--- src/rtl/tinyqv_fetch_pkg.sv ---
// Shared definitions for the instruction prefetcher: FSM states, FIFO depth
// bounds and the flash strobe bundle.
package tinyqv_fetch_pkg;

    localparam int DEPTH_MIN = 2;
    localparam int DEPTH_MAX = 8;
    localparam int HW_W      = 16;
    localparam int HADDR_W   = 23;

    typedef enum logic [1:0] {
        ST_IDLE   = 2'd0,
        ST_START  = 2'd1,
        ST_STREAM = 2'd2,
        ST_STOP   = 2'd3
    } fetch_state_t;

    typedef struct packed {
        logic start_read;
        logic stall_read;
        logic stop_read;
    } flash_ctl_t;

endpackage

--- src/rtl/halfword_fifo.sv ---
// DEPTH x 16 halfword FIFO with flush; head is read straight from storage
// flops so a push is visible the cycle after it is accepted.
module halfword_fifo
    import tinyqv_fetch_pkg::*;
#(
    parameter int DEPTH = 4,
    parameter int CW    = $clog2(DEPTH + 1)
) (
    input  logic            clk,
    input  logic            rstn,
    input  logic            push,
    input  logic [HW_W-1:0] din,
    input  logic            pop,
    input  logic            flush,
    output logic [HW_W-1:0] dout,
    output logic [CW-1:0]   count
);

    localparam int PW = $clog2(DEPTH);

    logic [DEPTH-1:0][HW_W-1:0] mem;
    logic [PW-1:0]              wr_ptr, rd_ptr;
    logic                       full, push_ok, pop_ok;

    function automatic logic [PW-1:0] ptr_inc(input logic [PW-1:0] p);
        return (p == PW'(DEPTH - 1)) ? '0 : p + PW'(1);
    endfunction

    assign full    = (count == CW'(DEPTH));
    assign pop_ok  = pop && (count != '0);
    // A full FIFO still takes a push when the head leaves in the same cycle.
    assign push_ok = push && (!full || pop_ok);
    assign dout    = mem[rd_ptr];

    always_ff @(posedge clk or negedge rstn) begin
        if (!rstn) begin
            mem    <= '0;
            wr_ptr <= '0;
            rd_ptr <= '0;
            count  <= '0;
        end else if (flush) begin
            wr_ptr <= '0;
            rd_ptr <= '0;
            count  <= '0;
        end else begin
            if (push_ok) begin
                mem[wr_ptr] <= din;
                wr_ptr      <= ptr_inc(wr_ptr);
            end
            if (pop_ok)
                rd_ptr <= ptr_inc(rd_ptr);
            count <= count + CW'(push_ok) - CW'(pop_ok);
        end
    end

endmodule

--- src/rtl/instr_prefetch.sv ---
// Instruction prefetcher: drives sequential flash reads from a restart
// address and buffers returned halfwords, tagging the head with its address.
module instr_prefetch
    import tinyqv_fetch_pkg::*;
#(
    parameter int DEPTH = 4
) (
    input  logic               clk,
    input  logic               rstn,
    input  logic               fetch_restart,
    input  logic [HADDR_W-1:0] fetch_addr,
    input  logic               fetch_stop,
    output logic [HW_W-1:0]    instr_data,
    output logic [HADDR_W-1:0] instr_addr,
    output logic               instr_valid,
    input  logic               instr_pop,
    output logic [HADDR_W:0]   flash_addr,
    output logic               flash_start_read,
    output logic               flash_stall_read,
    output logic               flash_stop_read,
    input  logic [HW_W-1:0]    flash_data,
    input  logic               flash_data_ready,
    input  logic               flash_busy
);

    localparam int FIFO_DEPTH = (DEPTH < DEPTH_MIN) ? DEPTH_MIN :
                                (DEPTH > DEPTH_MAX) ? DEPTH_MAX : DEPTH;
    localparam int CW = $clog2(FIFO_DEPTH + 1);

    fetch_state_t       state, state_nx;
    logic [HADDR_W-1:0] req_addr, req_nx, head_addr, head_nx;
    logic               pend, pend_nx;
    logic               flush, pop_ok, push, full, restart;
    logic [CW-1:0]      count;
    flash_ctl_t         fctl;

    assign instr_valid = (count != '0);
    assign pop_ok      = instr_pop && instr_valid;
    assign full        = (count == CW'(FIFO_DEPTH));
    assign restart     = fetch_restart && !fetch_stop;
    assign push        = (state == ST_STREAM) && flash_data_ready && !fctl.stall_read && !flush;

    always_comb begin
        state_nx        = state;
        req_nx          = req_addr;
        head_nx         = pop_ok ? head_addr + HADDR_W'(1) : head_addr;
        pend_nx         = pend;
        flush           = 1'b0;
        fctl            = '0;
        fctl.stall_read = full && !pop_ok;
        case (state)
            ST_IDLE: begin
                if (restart) begin
                    req_nx   = fetch_addr;
                    head_nx  = fetch_addr;
                    flush    = 1'b1;
                    state_nx = ST_START;
                end
            end
            ST_START: begin
                fctl.start_read = !flash_busy;
                if (fetch_stop) begin
                    flush    = 1'b1;
                    pend_nx  = 1'b0;
                    state_nx = ST_STOP;
                end else if (restart) begin
                    req_nx  = fetch_addr;
                    head_nx = fetch_addr;
                    flush   = 1'b1;
                    // Start already on the wire with the old address: cancel it.
                    if (!flash_busy) begin
                        pend_nx  = 1'b1;
                        state_nx = ST_STOP;
                    end
                end else if (!flash_busy) begin
                    state_nx = ST_STREAM;
                end
            end
            ST_STREAM: begin
                if (fetch_stop) begin
                    flush    = 1'b1;
                    pend_nx  = 1'b0;
                    state_nx = ST_STOP;
                end else if (restart) begin
                    req_nx   = fetch_addr;
                    head_nx  = fetch_addr;
                    flush    = 1'b1;
                    pend_nx  = 1'b1;
                    state_nx = ST_STOP;
                end
            end
            ST_STOP: begin
                fctl.stop_read = 1'b1;
                if (fetch_stop) begin
                    pend_nx = 1'b0;
                end else if (restart) begin
                    req_nx  = fetch_addr;
                    head_nx = fetch_addr;
                    flush   = 1'b1;
                    pend_nx = 1'b1;
                end else if (!flash_busy) begin
                    state_nx = pend ? ST_START : ST_IDLE;
                    pend_nx  = 1'b0;
                end
            end
            default: state_nx = ST_IDLE;
        endcase
    end

    always_ff @(posedge clk or negedge rstn) begin
        if (!rstn) begin
            state     <= ST_IDLE;
            req_addr  <= '0;
            head_addr <= '0;
            pend      <= 1'b0;
        end else begin
            state     <= state_nx;
            req_addr  <= req_nx;
            head_addr <= head_nx;
            pend      <= pend_nx;
        end
    end

    halfword_fifo #(.DEPTH(FIFO_DEPTH), .CW(CW)) u_fifo (
        .clk   (clk),
        .rstn  (rstn),
        .push  (push),
        .din   (flash_data),
        .pop   (instr_pop),
        .flush (flush),
        .dout  (instr_data),
        .count (count)
    );

    assign instr_addr       = head_addr;
    assign flash_addr       = {req_addr, 1'b0};
    assign flash_start_read = fctl.start_read;
    assign flash_stall_read = fctl.stall_read;
    assign flash_stop_read  = fctl.stop_read;

endmodule

--- config.mk ---
export PLATFORM = sky130hd
export DESIGN_NAME = instr_prefetch
export DESIGN_NICKNAME = d
export VERILOG_FILES = /design/src/rtl/tinyqv_fetch_pkg.sv /design/src/rtl/halfword_fifo.sv /design/src/rtl/instr_prefetch.sv
export SDC_FILE = /design/constraint.sdc
export NUM_CORES = 1
export LEC_CHECK = 0
export CELL_PAD_IN_SITES_DETAIL_PLACEMENT = 1
export CELL_PAD_IN_SITES_GLOBAL_PLACEMENT = 1
export CORE_MARGIN = 2
export CORE_UTILIZATION = 40
export CTS_BUF_LIST = sky130_fd_sc_hd__clkbuf_2
export CTS_CLUSTER_SIZE = 16
export DETAILED_ROUTE_END_ITERATION = 10
export GPL_ROUTABILITY_DRIVEN = 0
export PLACE_DENSITY = 0.89
export SETUP_SLACK_MARGIN = 0.05
export SLEW_MARGIN = 20
export SYNTH_ARGS = -nofsm -noshare
export SYNTH_HDL_FRONTEND = slang
export SYNTH_SLANG_ARGS = --single-unit
--- constraint.sdc ---
create_clock -name clk -period 3.4 [get_ports clk]
set_input_delay 1.02 -clock clk [delete_from_list [all_inputs] [get_ports clk]]
set_output_delay 1.02 -clock clk [all_outputs]
set_load 0.02 [all_outputs]
After elaboration in Yosys (flattened, before gate mapping)

Index checks and enable logic that the tools add are counted.

$add $sub $neg: 5
Order comparisons: 3
Equality and inequality tests: 15
Multiplexer cells: 46
Bitwise logic cells: 1
Reductions and logical operators: 25

Operator list:

| cell                    | number |
|---|---|
| $mux W23                | 5 |
| $pmux W23 S2            | 2 |
| $bwmux W64              | 1 |
| $bmux W16 S2            | 1 |
| $demux W16 S2           | 1 |
| $mux W16                | 2 |
| $mux W2                 | 16 |
| $add A23 B1 Y23 const B | 1 |
| $mux W1                 | 14 |
| $ne A2 B2 Y1 const B    | 5 |
| $ne A3 B3 Y1 const B    | 3 |
| $eq A2 B2 Y1 const B    | 4 |
| $logic_and A1 B1 Y1     | 8 |
| $pmux W2 S4             | 1 |
| $logic_not A1 Y1        | 6 |
| $lt A2 B3 Y1 const B    | 2 |
| $pmux W1 S3             | 2 |
| $reduce_and A6 Y1       | 1 |
| $reduce_bool A3 Y1      | 2 |
| $reduce_and A5 Y1       | 1 |
| $add A2 B1 Y2 const B   | 2 |
| $ne A4 B4 Y1 const B    | 1 |
| $reduce_bool A2 Y1      | 2 |
| $add A3 B1 Y3           | 1 |
| other kinds (11)        | 11 |

Bits in registers: 120
Bits of input ports: 46
Output and inout bits: 67
Word-level logic and storage cells: 106

Longest topological paths before layout

Word-level depth: 11
Mapped depth: 11
Gate-level depth less buffers: 11

By module

From an unflattened synthesis, not the netlist that was laid out.

Cell total of the unflattened synthesis: 468
Area total of the unflattened synthesis: 5748.0 um^2

By module, submodules not included:

| module         | times used | cells an instance | area an instance (um^2) | seq. area each (um^2) |
|---|---|---|---|---|
| halfword_fifo  | 1          | 198               | 3253.1                  | 1776.7 |
| instr_prefetch | 1          | 270               | 2494.9                  | 1226.2 |

Worst setup path after synthesis

Ideal clock, no wire load.

Path kind: in2reg
Start point: input port instr_pop
End point: register u_fifo.count[2]
Library setup time: 0.147 ns
Data arrival time: 2.601 ns
Required time: 3.253 ns
Path slack: 0.653 ns
Cell stages on the path: 10
Buffers on the path: 0
Path through: o31ai_2 > clkinv_1 > ha_1 > inv_1 > ha_1 > inv_1 > fa_1 > xor2_1 > xnor2_1 > nor2_1

Cells in the longest elaborated chain, start to end: 10
Elaborated cells between the ends (all ways): 11
Those cells by class: add/sub: 2; mux: 1; reduce/logical: 8

Ends and longest elaborated chain:

| what                              | line                                      | RTL |
|---|---|---|
| start: declaration                | instr_prefetch.sv:16                      | `input logic instr_pop,` |
| $logic_and A1 B1 Y1 *             | halfword_fifo.sv:30, instr_prefetch.sv:38 |  |
| $logic_not A1 Y1                  | instr_prefetch.sv:50                      | `fctl.stall_read = full && !pop_ok;` |
| $logic_and A1 B1 Y1               | instr_prefetch.sv:50                      |  |
| $logic_not A1 Y1                  | instr_prefetch.sv:41                      | `assign push = (state == ST_STREAM) && flash_data_ready && !fctl.stall_read && !flush;` |
| $logic_and A1 B1 Y1 (2 in series) | instr_prefetch.sv:41                      |  |
| $logic_and A1 B1 Y1               | halfword_fifo.sv:32                       | `assign push_ok = push && (!full \|\| pop_ok);` |
| $add A3 B1 Y3                     | halfword_fifo.sv:52                       | `count <= count + CW'(push_ok) - CW'(pop_ok);` |
| $sub A3 B1 Y3 *                   | halfword_fifo.sv:52                       |  |
| $mux W3 *                         | halfword_fifo.sv:41                       | `end else if (flush) begin` |
| end signal: assignment            | halfword_fifo.sv:52                       |  |
| end: declaration                  | halfword_fifo.sv:16                       | `output logic [CW-1:0] count` |

Mark *: on every way between the ends. The rest lies on a longest branch, timed or not.
A chain may end at the register's enable or synchronous reset.

Worst setup path after layout

Start point: register u_fifo.rd_ptr[0]
End point: output port instr_data[2]

Cells in the longest elaborated chain, start to end: 2

Ends and longest elaborated chain:

| what                           | line                 | RTL |
|---|---|---|
| start: declaration             | halfword_fifo.sv:22  | `logic [PW-1:0] wr_ptr, rd_ptr;` |
| start signal: assignment       | halfword_fifo.sv:51  | `rd_ptr <= ptr_inc(rd_ptr);` |
| $bmux W16 S2                   | halfword_fifo.sv:33  | `assign dout = mem[rd_ptr];` |
| $mux W16 (not written as such) | halfword_fifo.sv:33  |  |
| end: declaration               | instr_prefetch.sv:13 | `output logic [HW_W-1:0] instr_data,` |

No other way between the ends. The select of a mux whose other input is x is not followed.

==> out/results.ini <==
[grt]
antenna_found_initial=0
grt_max_degree=51
overflow=0
grt_usage=0.201
grt_pass1_wl_mm=23.1
grt_pass1_vias=4507

[finish]
area_growth_pct=27.4
final_area_um2=7200
layout.nets=657
antenna_cells=0
layout-drive-gt1-share=0.206
layout_common_cells=dfrtp_1, clkdlybuf4s50_1, nand2_1
final_common_cell=dfrtp_1

[logic_synthesis]
ys_warn_count=0
synth_cell_types=48
synthFlopType=dfrtp_1
synth_area_um2=5650
synth_cells=472
synth_edf_count=0
syn_nets=532
ys_ff_latch=120
synth_seq_area_share=0.532
syn_area_per_cell_um2=12.0
async_flop_share=1.00

[critical_path]
setup.worst_path.start=u_fifo.rd_ptr[0]$_DFFE_PN0P_
crit_required_ns=2.38
end_kind=output pin
crit_fanout=10
worstSetupPathType=flop to output pin
max_stage_delay_ns=0.55
cp.arrival_ns=2.17
critical-path-top-delay-family=buffers and inverters
crit_chain=buf_4, mux4_2, dlygate4sd2_1
r2r_start=u_fifo.count[0]$_DFF_PN0_
start_kind=flop
crit_slowest_cell=mux4_2
cp_num_buf_inv=2

[floorplan]
pin_count=113
row_count=43
die_w_um=123
dieArea_um2=15100
initial_core_util=0.409
die_h_um=123
core_um2=13800

[timing]
worst_slew_pin_slew_ns=0.654
finalClockSkew_ns=0.0216
min_period_ns=3.19
finalWorstSetupSlack_ns=0.208
setup_viol=0
clock.fmax_ghz=0.313
fin_crit_sh=0.939
rsz0062_at_grt=no
max_slew_margin=0.564
finalHoldViolCount=0
timing_max_transition_violations_final=0

[run_status]
status=complete, no violations

[placement]
io_buffer_count=111
hpwl_mm=10.3
dpl_cell_area_um2=7030
post-place-ws_ns=-0.0839

[clocking]
cts_buffers=17
hold_buffers=0
insertion_delay_ns=0.67
cts_htree_levels=4
cts.clk_slew.worst_paths_ns=0.17
clock_sinks=120
post_cts_buffers=0
clockBufferDepth=2
cts_tree=done
clockRootBuffer=clkbuf_2

[drt]
ant_nets=0
vias=4184
routed_wl_mm=14.2
post-route-drc-count=0
wl_per_cell_um=18.0
via_per_inst=5.32
drtPass1Iterations=4
drtIter0Drc=171

[power]
p_per_area_nw_per_um2=692
p_leak_nw=3.31
power.total_mw=4.98
ir_worst_vdd_uv=320

[hold_path]
hold_class=input pin to asynchronous set/reset pin

[flow_run]
drv_cap=0

layer usage:
metal  GRT usage  vias to the layer above  share of wire
li1            -                     1938              -
met1       0.258                     2133           0.43
met2       0.337                       89           0.51
met3      0.0409                       24          0.038
met4      0.0733                        0          0.018
met5           0                        -              0
repair_timing:
action	CTS	global route
setup endpoints to repair	17	1
gates resized for setup	17	1
cloned	0	0
logic make-up after synthesis:
logic type      synth area share
simple gates               0.138
flops                      0.532
mux                        0.202
compound gates            0.0483
buf+inv                   0.0264
fa+ha+maj                 0.0323
xor+xnor                  0.0202
other cells             0.000664
cell usage after synthesis, types with 11 or more instances:
master | instances | area (um2)
clkbuf_1 | 11 | 41.3
dfrtp_1 | 120 | 3000
mux4_2 | 16 | 360
inv_1 | 14 | 52.6
mux2_2 | 56 | 631
o21ai_0 | 18 | 90.1
ha_1 | 13 | 163
nor2_1 | 18 | 67.6
nand2_1 | 78 | 293
or3_1 | 11 | 68.8
worst reg2reg max path, stage by stage, from the launching register on:
cell      delay, ns
dfrtp_1        0.47
o31ai_2        0.55
clkinv_1       0.22
ha_1           0.31
inv_1          0.06
ha_1           0.14
inv_1          0.05
fa_1           0.37
xor2_1         0.21
xnor2_1        0.15
nor2_1         0.06
layout make-up:
type / count / area [um2]
Clock buffer: 22 / 110
Clock inverter: 7 / 80.1
Fill cell: 1466 / 6630
Inverter: 15 / 56.3
Multi-Input combinational cell: 316 / 2500
Sequential cell: 120 / 3000
Tap cell: 180 / 225
Timing Repair Buffer: 127 / 1220
final timing paths:
| check | endpoint | cells after the start | slack [ns] |
|---|---|---|---|
| worst max-delay path | instr_data[2] | 3 | 0.21 |
| worst min-delay path | instr_addr[3]$_DFF_PN0_ | 1 | 0.35 |
| worst max register to register | u_fifo.count[2]$_DFF_PN0_ | 10 | 0.71 |
| worst min register to register | req_addr[17]$_DFFE_PN0P_ | 2 | 0.50 |
| max in group asynchronous | req_addr[12]$_DFFE_PN0P_ | 2 | 2.27 |
| min in group clk | req_addr[17]$_DFFE_PN0P_ | 2 | 0.50 |
stage by stage:
stage,util,instances,hold slack (ns),TNS (ns)
after floorplan,-,472,0.459,0
after global placement,0.508,758,0.458,0
after detailed placement,0.508,758,0.475,-0.0901
after CTS,0.520,787,0.324,0
after global routing,0.520,787,0.314,0
final,0.520,787,0.354,0
sequential cells by signal (all words and copies together), names as in the netlist:
name	flops
state	2
u_fifo.wr_ptr	2
u_fifo.rd_ptr	2
req_addr	23
pend	1
u_fifo.count	3
instr_addr	23
u_fifo.mem	64
power breakdown:
part / switching, mW / total (mW) / internal, mW
combinational: 1.09 / 2.14 / 1.05
clock: 0.479 / 0.808 / 0.330
sequential: 0.254 / 2.04 / 1.78
No activity file was read; power rests on OpenSTA's default activity.
==> edit 1 (same flow settings) <==
Re-encode `fetch_state_t` (4 states) as one-hot, 4 bits wide.
--- a/src/rtl/tinyqv_fetch_pkg.sv
+++ b/src/rtl/tinyqv_fetch_pkg.sv
@@ -7,11 +7,11 @@
     localparam int HW_W      = 16;
     localparam int HADDR_W   = 23;
 
-    typedef enum logic [1:0] {
-        ST_IDLE   = 2'd0,
-        ST_START  = 2'd1,
-        ST_STREAM = 2'd2,
-        ST_STOP   = 2'd3
+    typedef enum logic [3:0] {
+        ST_IDLE   = 4'b0001,
+        ST_START  = 4'b0010,
+        ST_STREAM = 4'b0100,
+        ST_STOP   = 4'b1000
     } fetch_state_t;
 
     typedef struct packed {
Behaviour: no difference found for any inputs over 4 cycles, from zero or initial values and one cycle with rstn low; so few cycles prove little.
==> edit 1 against the unedited design <==
- worst setup slack worse by 0.12 ns
- total power is 12% higher
- design area is 9.6% higher
- cell count is 2.5% higher
- synthesized area is 8.7% higher
- wire length is 15% higher
- sequential cell count is 2 higher
==> edit 1: results (changes against the unedited design) <==
VDD IR max 0.4727 mV (was 0.3197 mV); Starting DRT DRC Count 145 (was 171); met2 WL 8616 um (was 7216 um); Avg WL per Cell 20.15 um (was 17.98 um); Cells after Synth 473 (was 472); final WL 16260 um (was 14150 um); number of global-route vias before repair 4979 (was 4507); fillers 1608 (was 1466); Slew @ Worst Pin 0.9148 ns (was 0.6536 ns); Leakage 3.457 nW (was 3.309 nW); Cells after DPL 773 (was 758); metal3 WL 947 um (was 537 um); switching part of the total 38.15% (was 36.57%); all-layer global routing usage 21.09% (was 20.11%); worst r2r src state[0] (was u_fifo.count[0]); met1 Track Usage GR 24.35% (was 25.79%); CP arrival 2.29 ns (was 2.17 ns); Setup crit start instr_pop (was u_fifo.rd_ptr[0]); Cell Area, Placed 7610 um2 (was 7025 um2); first-pass GRT wire length 26550 um (was 23140 um); Nets 663 (was 657); crit path kind input pin to output pin (was register to output pin); Biggest register u_fifo.mem (unchanged); clock share of power 17.8% (was 16.2%); clock skew 0.01285 ns (was 0.02162 ns); P per Cell Area 708.5 nW/um2 (was 691.9 nW/um2); Reg2Reg Depth 12 (was 10); worst hold margin 0.3284 ns (was 0.3544 ns); ys flop type dfrtp_1 (unchanged); CP Max Fanout 2 (was 10); sequential fraction of the synthesis area 49.72% (was 53.16%); pre-CTS WS -0.4363 ns (was -0.08391 ns); CP peak stage delay 0.51 ns (was 0.55 ns); met3 Use GR 7.095% (was 4.089%); Setup crit end flash_stall_read (was instr_data[2]); Netlist cell types 53 (was 48); Synth area leaders dfrtp_1 49%, mux2_4 9.8%, mux2_2 7.3% (was dfrtp_1 53%, mux2_2 11%, mux4_2 6.4%); status completed (unchanged); Synthesized Nets 528 (was 532); Flop pwr share 38.7% (was 40.9%); CP max-delay cell or4b_4 (was mux4_2); GR Util met2 37.81% (was 33.67%); largest net degree at the start of global routing 81 (was 51); DRT met1 WL 6460 um (was 6133 um); via density per instance 5.506 (was 5.316); Final WS setup 0.09022 ns (was 0.2076 ns); share of layout cells above drive strength 1 28.27% (was 20.59%); Synth top cells by count 121 x dfrtp_1, 40 x mux2_2, 40 x mux2_4, 38 x o21ai_0, 24 x inv_1 (was 120 x dfrtp_1, 78 x nand2_1, 56 x mux2_2, 18 x nor2_1, 18 x o21ai_0); # Post-CTS Setup Buffers 4 (was 0); FF-to-FF setup slack 0.57 ns (was 0.71 ns); Post-DP HPWL 11600 um (was 10290 um); post_cts resized 32 (was 17); Sequential Area 3058 um2 (was 3003 um2)
## edit 1: cell count changes in the layout (fill, tap and decap cells not counted), moves of 9 or more
cell     unedited run  this run
nand2_1            78        14
mux2_4              0        40
o21ai_0            18        38
mux2_2             56        40
a21oi_1             5        19
mux2_1             10         0
inv_1              14        23
## edit 1: kinds of logic (layout without fill, tap and decap cells)
kind of cell             Yosys count  after routing  synth area share [%]
AO/OA/AOI/OAI                     83             83                 7.985
XOR/XNOR                          16             16                 2.282
adder cells (fa/ha/maj)            9              9                 1.956
buffers and inverters             50            196                 3.952
flip-flops                       122            122                 49.73
multiplexers                      99             99                 23.47
other                              1              1               0.06105
AND/OR/NAND/NOR                   93             93                 10.57
## edit 1: area by class of cell
type	instances	share of cell area, %
Tap cell	188	2.981
Multi-Input combinational cell	301	36.19
Clock buffer	19	1.205
Inverter	25	1.189
Timing Repair Buffer	141	17.73
Clock inverter	11	1.951
Sequential cell	122	38.76
==> edit 2 (same settings) <==
Made on the original files. `HADDR_W`: 23 -> 19.
--- a/src/rtl/tinyqv_fetch_pkg.sv
+++ b/src/rtl/tinyqv_fetch_pkg.sv
@@ -5,7 +5,7 @@
     localparam int DEPTH_MIN = 2;
     localparam int DEPTH_MAX = 8;
     localparam int HW_W      = 16;
-    localparam int HADDR_W   = 23;
+    localparam int HADDR_W   = 19;
 
     typedef enum logic [1:0] {
         ST_IDLE   = 2'd0,
Ports: changed (resized fetch_addr, flash_addr and instr_addr); port bits go from 113 to 101. No check against the original RTL was run, so the function may have changed too.
==> edit 2 against the unedited design <==
- sequential cell count down 8
- synthesized area down 6.3%
- wire length down 5.4%
- worst setup slack worse by 0.12 ns
- non-clock buffer count down 7
- design area down 7.6%
- synthesized cell count down 10%
- total power down 7.1%
- largest power group unchanged
- highest routed layer unchanged
==> edit 2: results (changes against the unedited design) <==
Synth area leaders dfrtp_1 53%, mux2_2 9.4%, mux4_2 6.8% (was dfrtp_1 53%, mux2_2 11%, mux4_2 6.4%); status completed (unchanged); CP arrival 2.29 ns (was 2.17 ns); fraction of synthesized cell area in xor and xnor cells 1.986% (was 2.016%); pre-CTS WS -0.2804 ns (was -0.08391 ns); GR Util met2 35.92% (was 33.67%); FF-to-FF End u_fifo.mem[15] (was u_fifo.count[2]); CP peak stage delay 0.52 ns (was 0.55 ns); all-layer global routing usage 19.89% (was 20.11%); CP Max Fanout 2 (was 10); Netlist cell types 58 (was 48); final WL 13380 um (was 14150 um); via count 3774 (was 4184); Setup crit end flash_stall_read (was instr_data[2]); met3 Use GR 5.747% (was 4.089%); Leakage 3.059 nW (was 3.309 nW); I/O Buffers 99 (was 111); Setup crit start instr_pop (was u_fifo.rd_ptr[0]); post-synthesis mux area share 21.21% (was 20.24%); first-pass GRT wire length 22100 um (was 23140 um); H-tree depth 3 (was 4); non-filler cells, final 716 (was 787); number of global-route vias before repair 4266 (was 4507); antenna violations before repair 1 (was 0); Nets 590 (was 657); syn avg cell area 12.51 um2 (was 11.97 um2); Clk pin slew, worst setup/hold paths 0.33 ns (was 0.17 ns); worst r2r src state[0] (was u_fifo.count[0]); switching part of the total 38.77% (was 36.57%); adder-cell share of the synthesized area 3.452% (was 3.234%); largest net degree at the start of global routing 67 (was 51); Post-DP HPWL 9748 um (was 10290 um); Cells after DPL 696 (was 758); post_cts resized 21 (was 17); max_slew headroom 27.98% (was 56.43%); P_comb 0.00209 W (was 0.00214 W); VDD IR max 0.3134 mV (was 0.3197 mV); Synth top cells by count 112 x dfrtp_1, 59 x nand2_1, 44 x mux2_2, 21 x mux2_1, 16 x mux4_2 (was 120 x dfrtp_1, 78 x nand2_1, 56 x mux2_2, 18 x nor2_1, 18 x o21ai_0); # Post-CTS Setup Buffers 2 (was 0); Synthesized Nets 479 (was 532); sequential fraction of the synthesis area 52.97% (was 53.16%); Clock Latency Late Sink 0.64 ns (was 0.67 ns); Reg2Reg Depth 7 (was 10); clock skew 0.03285 ns (was 0.02162 ns); Starting DRT DRC Count 157 (was 171); clock share of power 12.8% (was 16.2%); Clk power 0.000590 W (was 0.000808 W); CTS Buf Count 9 (was 17); fillers 1367 (was 1466); FF-to-FF setup slack 0.48 ns (was 0.71 ns); CP max-delay cell or4b_4 (was mux4_2); Final WS setup 0.08826 ns (was 0.2076 ns); share of layout cells above drive strength 1 22.82% (was 20.59%); Synth Area in Compound Gates 5.510% (was 4.828%); met1 Track Usage GR 23.43% (was 25.79%)
## edit 2: cell count changes in the layout (fill, tap and decap cells not counted), moves of 6 or more
cell	change
clkdlybuf4s50_1	-12
dfrtp_1	-9
dlygate4sd2_1	-15
mux2_1	+11
mux2_2	-12
nand2_1	-19
or3_1	-6
## edit 2: per-stage QoR
step	cell area [um2]	hold WS, ns
after global placement	6565	0.4607
after global routing	6649	0.2513
final	6649	0.3184
after detailed placement	6565	0.4699
after floorplan	5291	0.4524
after CTS	6674	0.3079
## edit 2: area by class of cell
cell class / count / share of cell area [%]
Tap cell: 176 / 3.312
Inverter: 15 / 0.8468
Clock buffer: 9 / 0.6775
Clock inverter: 7 / 0.9409
Antenna cell: 1 / 0.03764
Timing Repair Buffer: 120 / 16.80
Multi-Input combinational cell: 276 / 35.21
Sequential cell: 112 / 42.17
## edit 2: per-layer routing
layer / part of all wire [%] / vias to the layer above
met4: 0.70 / 0
met2: 53 / 84
met3: 4.5 / 9
met5: 0 / -
li1: - / 1712
met1: 41 / 1969
